$ cat src/rtl/vc_circular_buffer.sv
// vc_circular_buffer: NUM_VC independent circular FIFOs sharing one write port
// and one show-ahead read port. Each VC has an occupancy count, on/off flow
// control with hysteresis, and sticky overflow/underflow flags.
// BUFFER_SIZE may be any value >= 2, not only a power of two.
// Optional feature macro: VC_BUFFER_BYPASS_EN. When it is defined, a write and
// a read to the same empty VC in one cycle pass the flit straight from
// wr_data_i to rd_data_o, and the flit is not stored.
module vc_circular_buffer #(
    parameter int DATA_WIDTH    = 32,
    parameter int NUM_VC        = 4,
    parameter int BUFFER_SIZE   = 8,
    parameter int ON_THRESHOLD  = 2,
    parameter int OFF_THRESHOLD = 2,
    parameter int VC_W          = (NUM_VC > 1) ? $clog2(NUM_VC) : 1,
    parameter int CNT_W         = $clog2(BUFFER_SIZE + 1)
) (
    input  logic                    clk,
    input  logic                    rst,
    input  logic                    wr_en_i,
    input  logic [VC_W-1:0]         wr_vc_i,
    input  logic [DATA_WIDTH-1:0]   wr_data_i,
    input  logic                    rd_en_i,
    input  logic [VC_W-1:0]         rd_vc_i,
    output logic [DATA_WIDTH-1:0]   rd_data_o,
    output logic [NUM_VC-1:0]       empty_o,
    output logic [NUM_VC-1:0]       full_o,
    output logic [NUM_VC-1:0]       on_off_o,
    output logic [NUM_VC*CNT_W-1:0] count_o,
    output logic                    overflow_err_o,
    output logic                    underflow_err_o,
    input  logic                    err_clr_i
);

    localparam int PTR_W = $clog2(BUFFER_SIZE);

    // Parameter sanity checks, evaluated at elaboration
    if (BUFFER_SIZE < 2) begin : g_chk_size
        $error("vc_circular_buffer: BUFFER_SIZE must be >= 2");
    end
    if (NUM_VC < 1) begin : g_chk_vc
        $error("vc_circular_buffer: NUM_VC must be >= 1");
    end
    if (ON_THRESHOLD > BUFFER_SIZE - OFF_THRESHOLD) begin : g_chk_thr
        $error("vc_circular_buffer: ON_THRESHOLD exceeds BUFFER_SIZE-OFF_THRESHOLD");
    end

    logic [DATA_WIDTH-1:0] mem_q [NUM_VC][BUFFER_SIZE];

    logic [PTR_W-1:0] wr_ptr_q [NUM_VC];
    logic [PTR_W-1:0] wr_ptr_d [NUM_VC];
    logic [PTR_W-1:0] rd_ptr_q [NUM_VC];
    logic [PTR_W-1:0] rd_ptr_d [NUM_VC];
    logic [CNT_W-1:0] cnt_q    [NUM_VC];
    logic [CNT_W-1:0] cnt_d    [NUM_VC];

    logic [NUM_VC-1:0] on_off_q;
    logic [NUM_VC-1:0] on_off_d;
    logic [NUM_VC-1:0] empty_w;
    logic [NUM_VC-1:0] full_w;

    logic ovf_q, ovf_d;
    logic unf_q, unf_d;

    logic            wr_vc_ok, rd_vc_ok;
    logic [VC_W-1:0] wr_idx, rd_idx;
    logic            same_vc;
    logic            rd_acc, wr_acc;
    logic            wr_store;
    logic            bypass;
    logic            ovf_set, unf_set;

    // Wrapping increment that also works for non-power-of-two depths
    function automatic logic [PTR_W-1:0] ptr_inc(input logic [PTR_W-1:0] p);
        return (p == PTR_W'(BUFFER_SIZE - 1)) ? '0 : p + PTR_W'(1);
    endfunction

    // Per-VC status decoded from the registered counts
    for (genvar g = 0; g < NUM_VC; g++) begin : g_status
        assign empty_w[g]                 = (cnt_q[g] == '0);
        assign full_w[g]                  = (cnt_q[g] == CNT_W'(BUFFER_SIZE));
        assign count_o[g*CNT_W +: CNT_W]  = cnt_q[g];
    end

    assign empty_o         = empty_w;
    assign full_o          = full_w;
    assign on_off_o        = on_off_q;
    assign overflow_err_o  = ovf_q;
    assign underflow_err_o = unf_q;

    // Accept decisions; out-of-range VC numbers are clamped to VC 0 for
    // indexing only and are always rejected
    always_comb begin
        wr_vc_ok = (int'(wr_vc_i) < NUM_VC);
        rd_vc_ok = (int'(rd_vc_i) < NUM_VC);
        wr_idx   = wr_vc_ok ? wr_vc_i : '0;
        rd_idx   = rd_vc_ok ? rd_vc_i : '0;
        same_vc  = (wr_vc_i == rd_vc_i);
        rd_acc   = rd_en_i & rd_vc_ok & ~empty_w[rd_idx];
        // A full VC can take a write when the same VC is popped this cycle
        wr_acc   = wr_en_i & wr_vc_ok & (~full_w[wr_idx] | (rd_acc & same_vc));
`ifdef VC_BUFFER_BYPASS_EN
        bypass   = wr_acc & rd_en_i & rd_vc_ok & same_vc & empty_w[rd_idx];
`else
        bypass   = 1'b0;
`endif
        wr_store = wr_acc & ~bypass;
        ovf_set  = wr_en_i & ~wr_acc;
        unf_set  = rd_en_i & ~rd_acc & ~bypass;
    end

    // Show-ahead read data, or the incoming flit when it bypasses storage
    always_comb begin
        rd_data_o = mem_q[rd_idx][rd_ptr_q[rd_idx]];
        if (bypass) begin
            rd_data_o = wr_data_i;
        end
    end

    // Next pointers, counts and on/off state for every VC
    always_comb begin
        for (int v = 0; v < NUM_VC; v++) begin
            wr_ptr_d[v] = wr_ptr_q[v];
            rd_ptr_d[v] = rd_ptr_q[v];
            cnt_d[v]    = cnt_q[v];
            on_off_d[v] = on_off_q[v];
            if (wr_store && (wr_idx == VC_W'(v))) begin
                wr_ptr_d[v] = ptr_inc(wr_ptr_q[v]);
            end
            if (rd_acc && (rd_idx == VC_W'(v))) begin
                rd_ptr_d[v] = ptr_inc(rd_ptr_q[v]);
            end
            case ({wr_store && (wr_idx == VC_W'(v)), rd_acc && (rd_idx == VC_W'(v))})
                2'b10:   cnt_d[v] = cnt_q[v] + CNT_W'(1);
                2'b01:   cnt_d[v] = cnt_q[v] - CNT_W'(1);
                default: cnt_d[v] = cnt_q[v];
            endcase
            // Hysteresis: turn on only while draining, off only while filling
            if ((cnt_d[v] < cnt_q[v]) && (int'(cnt_d[v]) < ON_THRESHOLD)) begin
                on_off_d[v] = 1'b1;
            end else if ((cnt_d[v] > cnt_q[v]) &&
                         (int'(cnt_d[v]) > BUFFER_SIZE - OFF_THRESHOLD)) begin
                on_off_d[v] = 1'b0;
            end
        end
    end

    // Sticky error flags; a new error outranks a clear in the same cycle
    always_comb begin
        ovf_d = ovf_q;
        unf_d = unf_q;
        if (ovf_set) begin
            ovf_d = 1'b1;
        end else if (err_clr_i) begin
            ovf_d = 1'b0;
        end
        if (unf_set) begin
            unf_d = 1'b1;
        end else if (err_clr_i) begin
            unf_d = 1'b0;
        end
    end

    // Control state register with synchronous reset
    always_ff @(posedge clk) begin
        if (rst) begin
            for (int v = 0; v < NUM_VC; v++) begin
                wr_ptr_q[v] <= '0;
                rd_ptr_q[v] <= '0;
                cnt_q[v]    <= '0;
            end
            on_off_q <= '1;
            ovf_q    <= 1'b0;
            unf_q    <= 1'b0;
        end else begin
            for (int v = 0; v < NUM_VC; v++) begin
                wr_ptr_q[v] <= wr_ptr_d[v];
                rd_ptr_q[v] <= rd_ptr_d[v];
                cnt_q[v]    <= cnt_d[v];
            end
            on_off_q <= on_off_d;
            ovf_q    <= ovf_d;
            unf_q    <= unf_d;
        end
    end

    // Flit storage, not cleared by reset; writes are ignored during reset
    always_ff @(posedge clk) begin
        if (!rst && wr_store) begin
            mem_q[wr_idx][wr_ptr_q[wr_idx]] <= wr_data_i;
        end
    end

endmodule
$ cat config.mk
export PLATFORM = sky130hd
export DESIGN_NAME = vc_circular_buffer
export DESIGN_NICKNAME = d
export VERILOG_FILES = /design/src/rtl/vc_circular_buffer.sv
export SDC_FILE = /design/constraint.sdc
export NUM_CORES = 1
export LEC_CHECK = 0
export CAP_MARGIN = 0
export CORE_UTILIZATION = 50
export CTS_BUF_LIST = sky130_fd_sc_hd__clkbuf_2
export DETAILED_ROUTE_END_ITERATION = 6
export HOLD_SLACK_MARGIN = 0.12
export PLACE_DENSITY = 0.67
export SYNTH_ARGS = -nofsm -noshare
export SYNTH_HDL_FRONTEND = slang
export SYNTH_SLANG_ARGS = --single-unit
export TNS_END_PERCENT = 1
$ cat constraint.sdc
create_clock -name clk -period 6.6 [get_ports clk]
set_input_delay 1.32 -clock clk [delete_from_list [all_inputs] [get_ports clk]]
set_output_delay 1.32 -clock clk [all_outputs]
set_load 0.01 [all_outputs]
# Word-level counts from Yosys, hierarchy flattened
# Memories as Yosys holds them, arrays and structs flattened.
# Index checks and enable logic that the tools add are counted.
# totals
regBits	6
wordCells	178
memories	4
ramBits	1064
out_inout_bits	62
in_bits	41
# classes
n_reduce_logical	31
muxes	49
n_bitwise	24
eq_ne	27
add_sub_neg	16
n_lt_le_gt_ge	21
# mem_list
name	words	word_bits	read_ports	rd_ports_with_merged_regs	wr	line	rtl
mem_q	4	256	1	0	1	47	logic [DATA_WIDTH-1:0] mem_q [NUM_VC][BUFFER_SIZE];
cnt_q	4	4	4	0	4	53	logic [CNT_W-1:0] cnt_q [NUM_VC];
rd_ptr_q	4	3	5	0	4	51	logic [PTR_W-1:0] rd_ptr_q [NUM_VC];
wr_ptr_q	4	3	5	0	4	49	logic [PTR_W-1:0] wr_ptr_q [NUM_VC];
# ops
operator	n
256-bit two-way mux	1
32-bit binary-select mux with 3-bit select	1
32-bit demux with 3-bit select	1
32-bit two-way mux	3
3-bit two-way mux	24
4-bit one-hot mux with 2 select lines	4
3-bit by 1-bit adder with 3-bit output, second input constant	8
3-bit equality test, second input constant	8
1-bit logical AND	18
4-bit by 1-bit adder with 4-bit output, second input constant	4
2-bit equality test, second input constant	8
4-bit equality test, second input constant	4
4-bit by 3-bit greater-than comparator with 1-bit output, second input constant	4
4-bit greater-than comparator	4
4-bit zero test	4
4-bit by 2-bit < comparator with 1-bit output, second input constant	4
4-bit < comparator	4
4-bit two-way mux	4
4-bit by 1-bit subtractor with 4-bit output, second input constant	4
1-bit OR	13
2-bit by 1-bit equality test with 1-bit output, second input constant	6
1-bit two-way mux	9
4-bit greater-or-equal comparator, second input constant	2
3-bit inverter with 4-bit output	2
other kinds (10)	24

# Depth between registers and ports, before layout
# An unclocked memory read counts as a cell.
# depth
depth_word	15
depth_mapped	19
ltp_nobuf	16

# Worst setup path after synthesis
# No wires, ideal clock.
# synth_path
path_type	input-to-reg
start	input rd_vc_i[0]
end	memory mem_q[0][192] (netlist name) (enable)
t_arrival_ns	5.574
path_slack_ns	0.524
stages	8
setup_ns	0.502
t_required_ns	6.098
n_path_buf	3
path_cell_list	buf_4 > buf_6 > xor2_1 > nor2_1 > nand2_1 > o21a_1 > buf_2 > nor4_1
# synth_via
elab_chain_cells	10
word_cells_on_any_way	11
cone_classes	1 x eq/ne; 4 x mux; 5 x bitwise; 1 x reduce/logical
# synth_rtl
element	line	rtl
from (decl)	23	input logic [VC_W-1:0] rd_vc_i,
1-bit binary-select mux with 2-bit select	98	rd_acc = rd_en_i & rd_vc_ok & ~empty_w[rd_idx];
1-bit two-way mux (implied by the code)	98	
1-bit inverter	98	
1-bit AND	98	
1-bit AND *	100	wr_acc = wr_en_i & wr_vc_ok & (~full_w[wr_idx] | (rd_acc & same_vc));
1-bit OR *	100	
1-bit AND *	100	
1-bit logical AND *	188	if (!rst && wr_store) begin
1-bit two-way mux *	188	
256-bit two-way mux (implied by the code) *	189	mem_q[wr_idx][wr_ptr_q[wr_idx]] <= wr_data_i;
to (decl)	47	
# Mark *: on every way between the ends. The rest lies on a longest branch, timed or not. The select of a mux whose other input is x is not followed.

==> flow_summary.ini <==
[finish]
syn_to_final_growth_pct = 11.1
final_util = 0.562
stdcell_count = 3649
fin_nets = 2441
mostFrequentLayoutCells = edfxtp_1, clkbuf_2, mux4_2
fill_cells = 6502
layout_commonest_cell = edfxtp_1
seq_area_um2 = 31700
multi_input_area_um2 = 10800
drive_gt1_frac = 0.364

[sta]
finalMaxSlewViolations = 0
finalSetupViolCount = 0
fin_setup_tns_ns = 0
max_freq_mhz = 172
post-route-period-util = 0.879
period_needed_ns = 5.80
hold_viol = 0
rsz0062_at_grt = false
max_slew_margin = 0.224
tightestPinTransition_ns = 1.16
hold_ws_ns = 0.493
fin_skew_ns = 0.0863

[critical_path]
r2r-end = on_off_o[2]
r2r_slack_ns = 2.23
r2r-start = cnt_q[3][1]
cp-end-kind = output pin
crit_path_start_kind = flip-flop
reg2reg_depth = 16
cp.required_ns = 5.28
cp_max_fo = 22
path_class = reg -> out
critical_path_arrival_ns = 4.48

[floorplanning]
io_pins = 103
start_util = 0.506
dieWidth_um = 296
die_height_um = 296
dieArea_um2 = 87500
row_count = 107
core_area_um2 = 85300

[clocking]
clockRootBuffer = clkbuf_2
clock-sinks = 1070
clock_path_buffers = 4
cts_setup_buffers = 0
cts.clk_slew.worst_paths_ns = 0.10
cts_tree = built
cts_resized = 0
clock_latency_ns = 1.41
htree_levels = 5
numCtsBuffers = 278
ctsHoldBuffers = 0

[grt]
grt.total_usage = 0.234
grt_pass1_vias = 23100
grt_start_max_net_pins = 145
antenna_found_initial = 3
grt-ovfl-total = 0
grt_pass1_wl_um = 146000

[logic_synthesis]
ys_seq_area_frac = 0.734
yosys_warnings = 0
postSynthCellCount = 1996
syn_area_per_cell_um2 = 21.6
synth-edff-count = 1024
netlist_area_um2 = 43100
synthArstFlopShare = 0
yosys.cell_types.count = 62
ys.flop_type = edfxtp_1
syn_nets = 2085
synth_seq_cells = 1070

[detailed_routing]
wirelength_um = 99600
drt_first_pass_iters = 5
remaining_drc_errors = 0
vias = 21700
wl_per_cell_um = 27.3
drtAntennaViolNets = 0
drt_iter0_markers = 1898
avgViaCountPerCell = 5.94

[place]
gp_congestion = 0.786
portBuffers = 102
dp_hpwl_um = 52400
dp.cells = 3216

[hold_path]
min_to = underflow_err_o
hp-class = reg -> reg
hold_depth = 2
hold_start = underflow_err_o

[power_and_ir_drop]
power_leakage_nw = 15.7
p_per_area_nw_per_um2 = 255
ir_worst_vdd_mv = 0.132

[status]
outcome = complete, no violations

[flow_run]
max-cap-violations = 0
## state kept, by name (all words and copies together) (netlist names)
name             count
wr_ptr_q            12
rd_ptr_q            12
underflow_err_o      1
on_off_o             4
mem_q             1024
cnt_q               16
overflow_err_o       1
## cell type report
cell class,instances,share of cell area
antenna,5,0.000261
clock buffer,377,0.0394
clock inverter,51,0.00525
inverter,34,0.00266
multi-input combinational,788,0.226
sequential,1070,0.661
tap,1144,0.0299
timing repair buffer,180,0.0358
## worst max-delay path by stage
stage,from,endpoint,depth (start not counted)
floorplan,rd_vc_i[0],mem_q[0][192],8
global placement,rd_vc_i[0],rd_data_o[14],7
detailed placement,rd_vc_i[0],rd_data_o[14],7
CTS,rd_ptr_q[3][2],rd_data_o[14],6
global route,rd_ptr_q[3][2],rd_data_o[14],6
finish,rd_ptr_q[3][2],rd_data_o[14],6
## routing by layer
| metal | vias to the layer above | track usage | wire (µm) |
|---|---|---|---|
| li1 | 9257 | - | - |
| met2 | 888 | 0.385 | 50000 |
| met1 | 11400 | 0.309 | 40200 |
| met4 | 2 | 0.0757 | 2020 |
| met5 | - | 0 | 11 |
| met3 | 149 | 0.0543 | 7400 |
## through the flow
step | area [µm²] | total power (W) | setup slack (ns)
global route | 47900 | 0.0127 | 0.576
detailed placement | 45800 | 0.00832 | 0.792
CTS | 47900 | 0.0124 | 0.600
floorplan | 43100 | 0.00805 | 0.524
global placement | 45800 | 0.00830 | 0.805
finish | 47900 | 0.0122 | 0.801
## critical path: stages, from the launching register on
cell	delay [ns]
dfxtp_1	0.36
mux4_4	0.95
buf_4	0.37
mux2_2	0.27
o22ai_2	0.07
a221oi_2	0.41
clkdlybuf4s50_1	0.64
## cell families after synthesis
family,after synthesis,synth area share
AOI/OAI and AO/OA,140,0.0318
xor gates and xnor gates,14,0.00284
adders and majority gates,48,0.0146
buffers and inverters,138,0.0188
DFF,1070,0.734
muxes,400,0.173
and+or+nand+nor,186,0.0247
## synthesized netlist by cell type (7+ instances only)
library cell,count,share of area
buf_2,37,0.0043
buf_4,27,0.0047
clkbuf_1,17,0.0015
nor4_1,11,0.0016
mux2i_1,75,0.017
mux2_4,30,0.010
nor2_1,34,0.0030
inv_1,34,0.0030
edfxtp_1,1024,0.71
mux2_2,33,0.0086
mux4_2,260,0.14
and4_1,7,0.0014
o21ai_0,14,0.0016
dfxtp_1,46,0.021
o22ai_1,7,0.0010
ha_1,44,0.013
nand2_1,22,0.0019
xnor2_1,8,0.0016
buf_6,18,0.0047
nor3_1,32,0.0037
nand3_1,23,0.0027
o22ai_2,29,0.0084
a21oi_1,33,0.0038
a221oi_2,31,0.011
nor2b_1,11,0.0016
## power breakdown
part	switching, W	internal [W]	total (W)	leakage, nW
logic	0.000381	0.000303	0.000684	4.41
registers	0.0000185	0.00746	0.00747	9.58
clock network	0.00247	0.00159	0.00406	1.70
(Power assumes the default switching activity.)
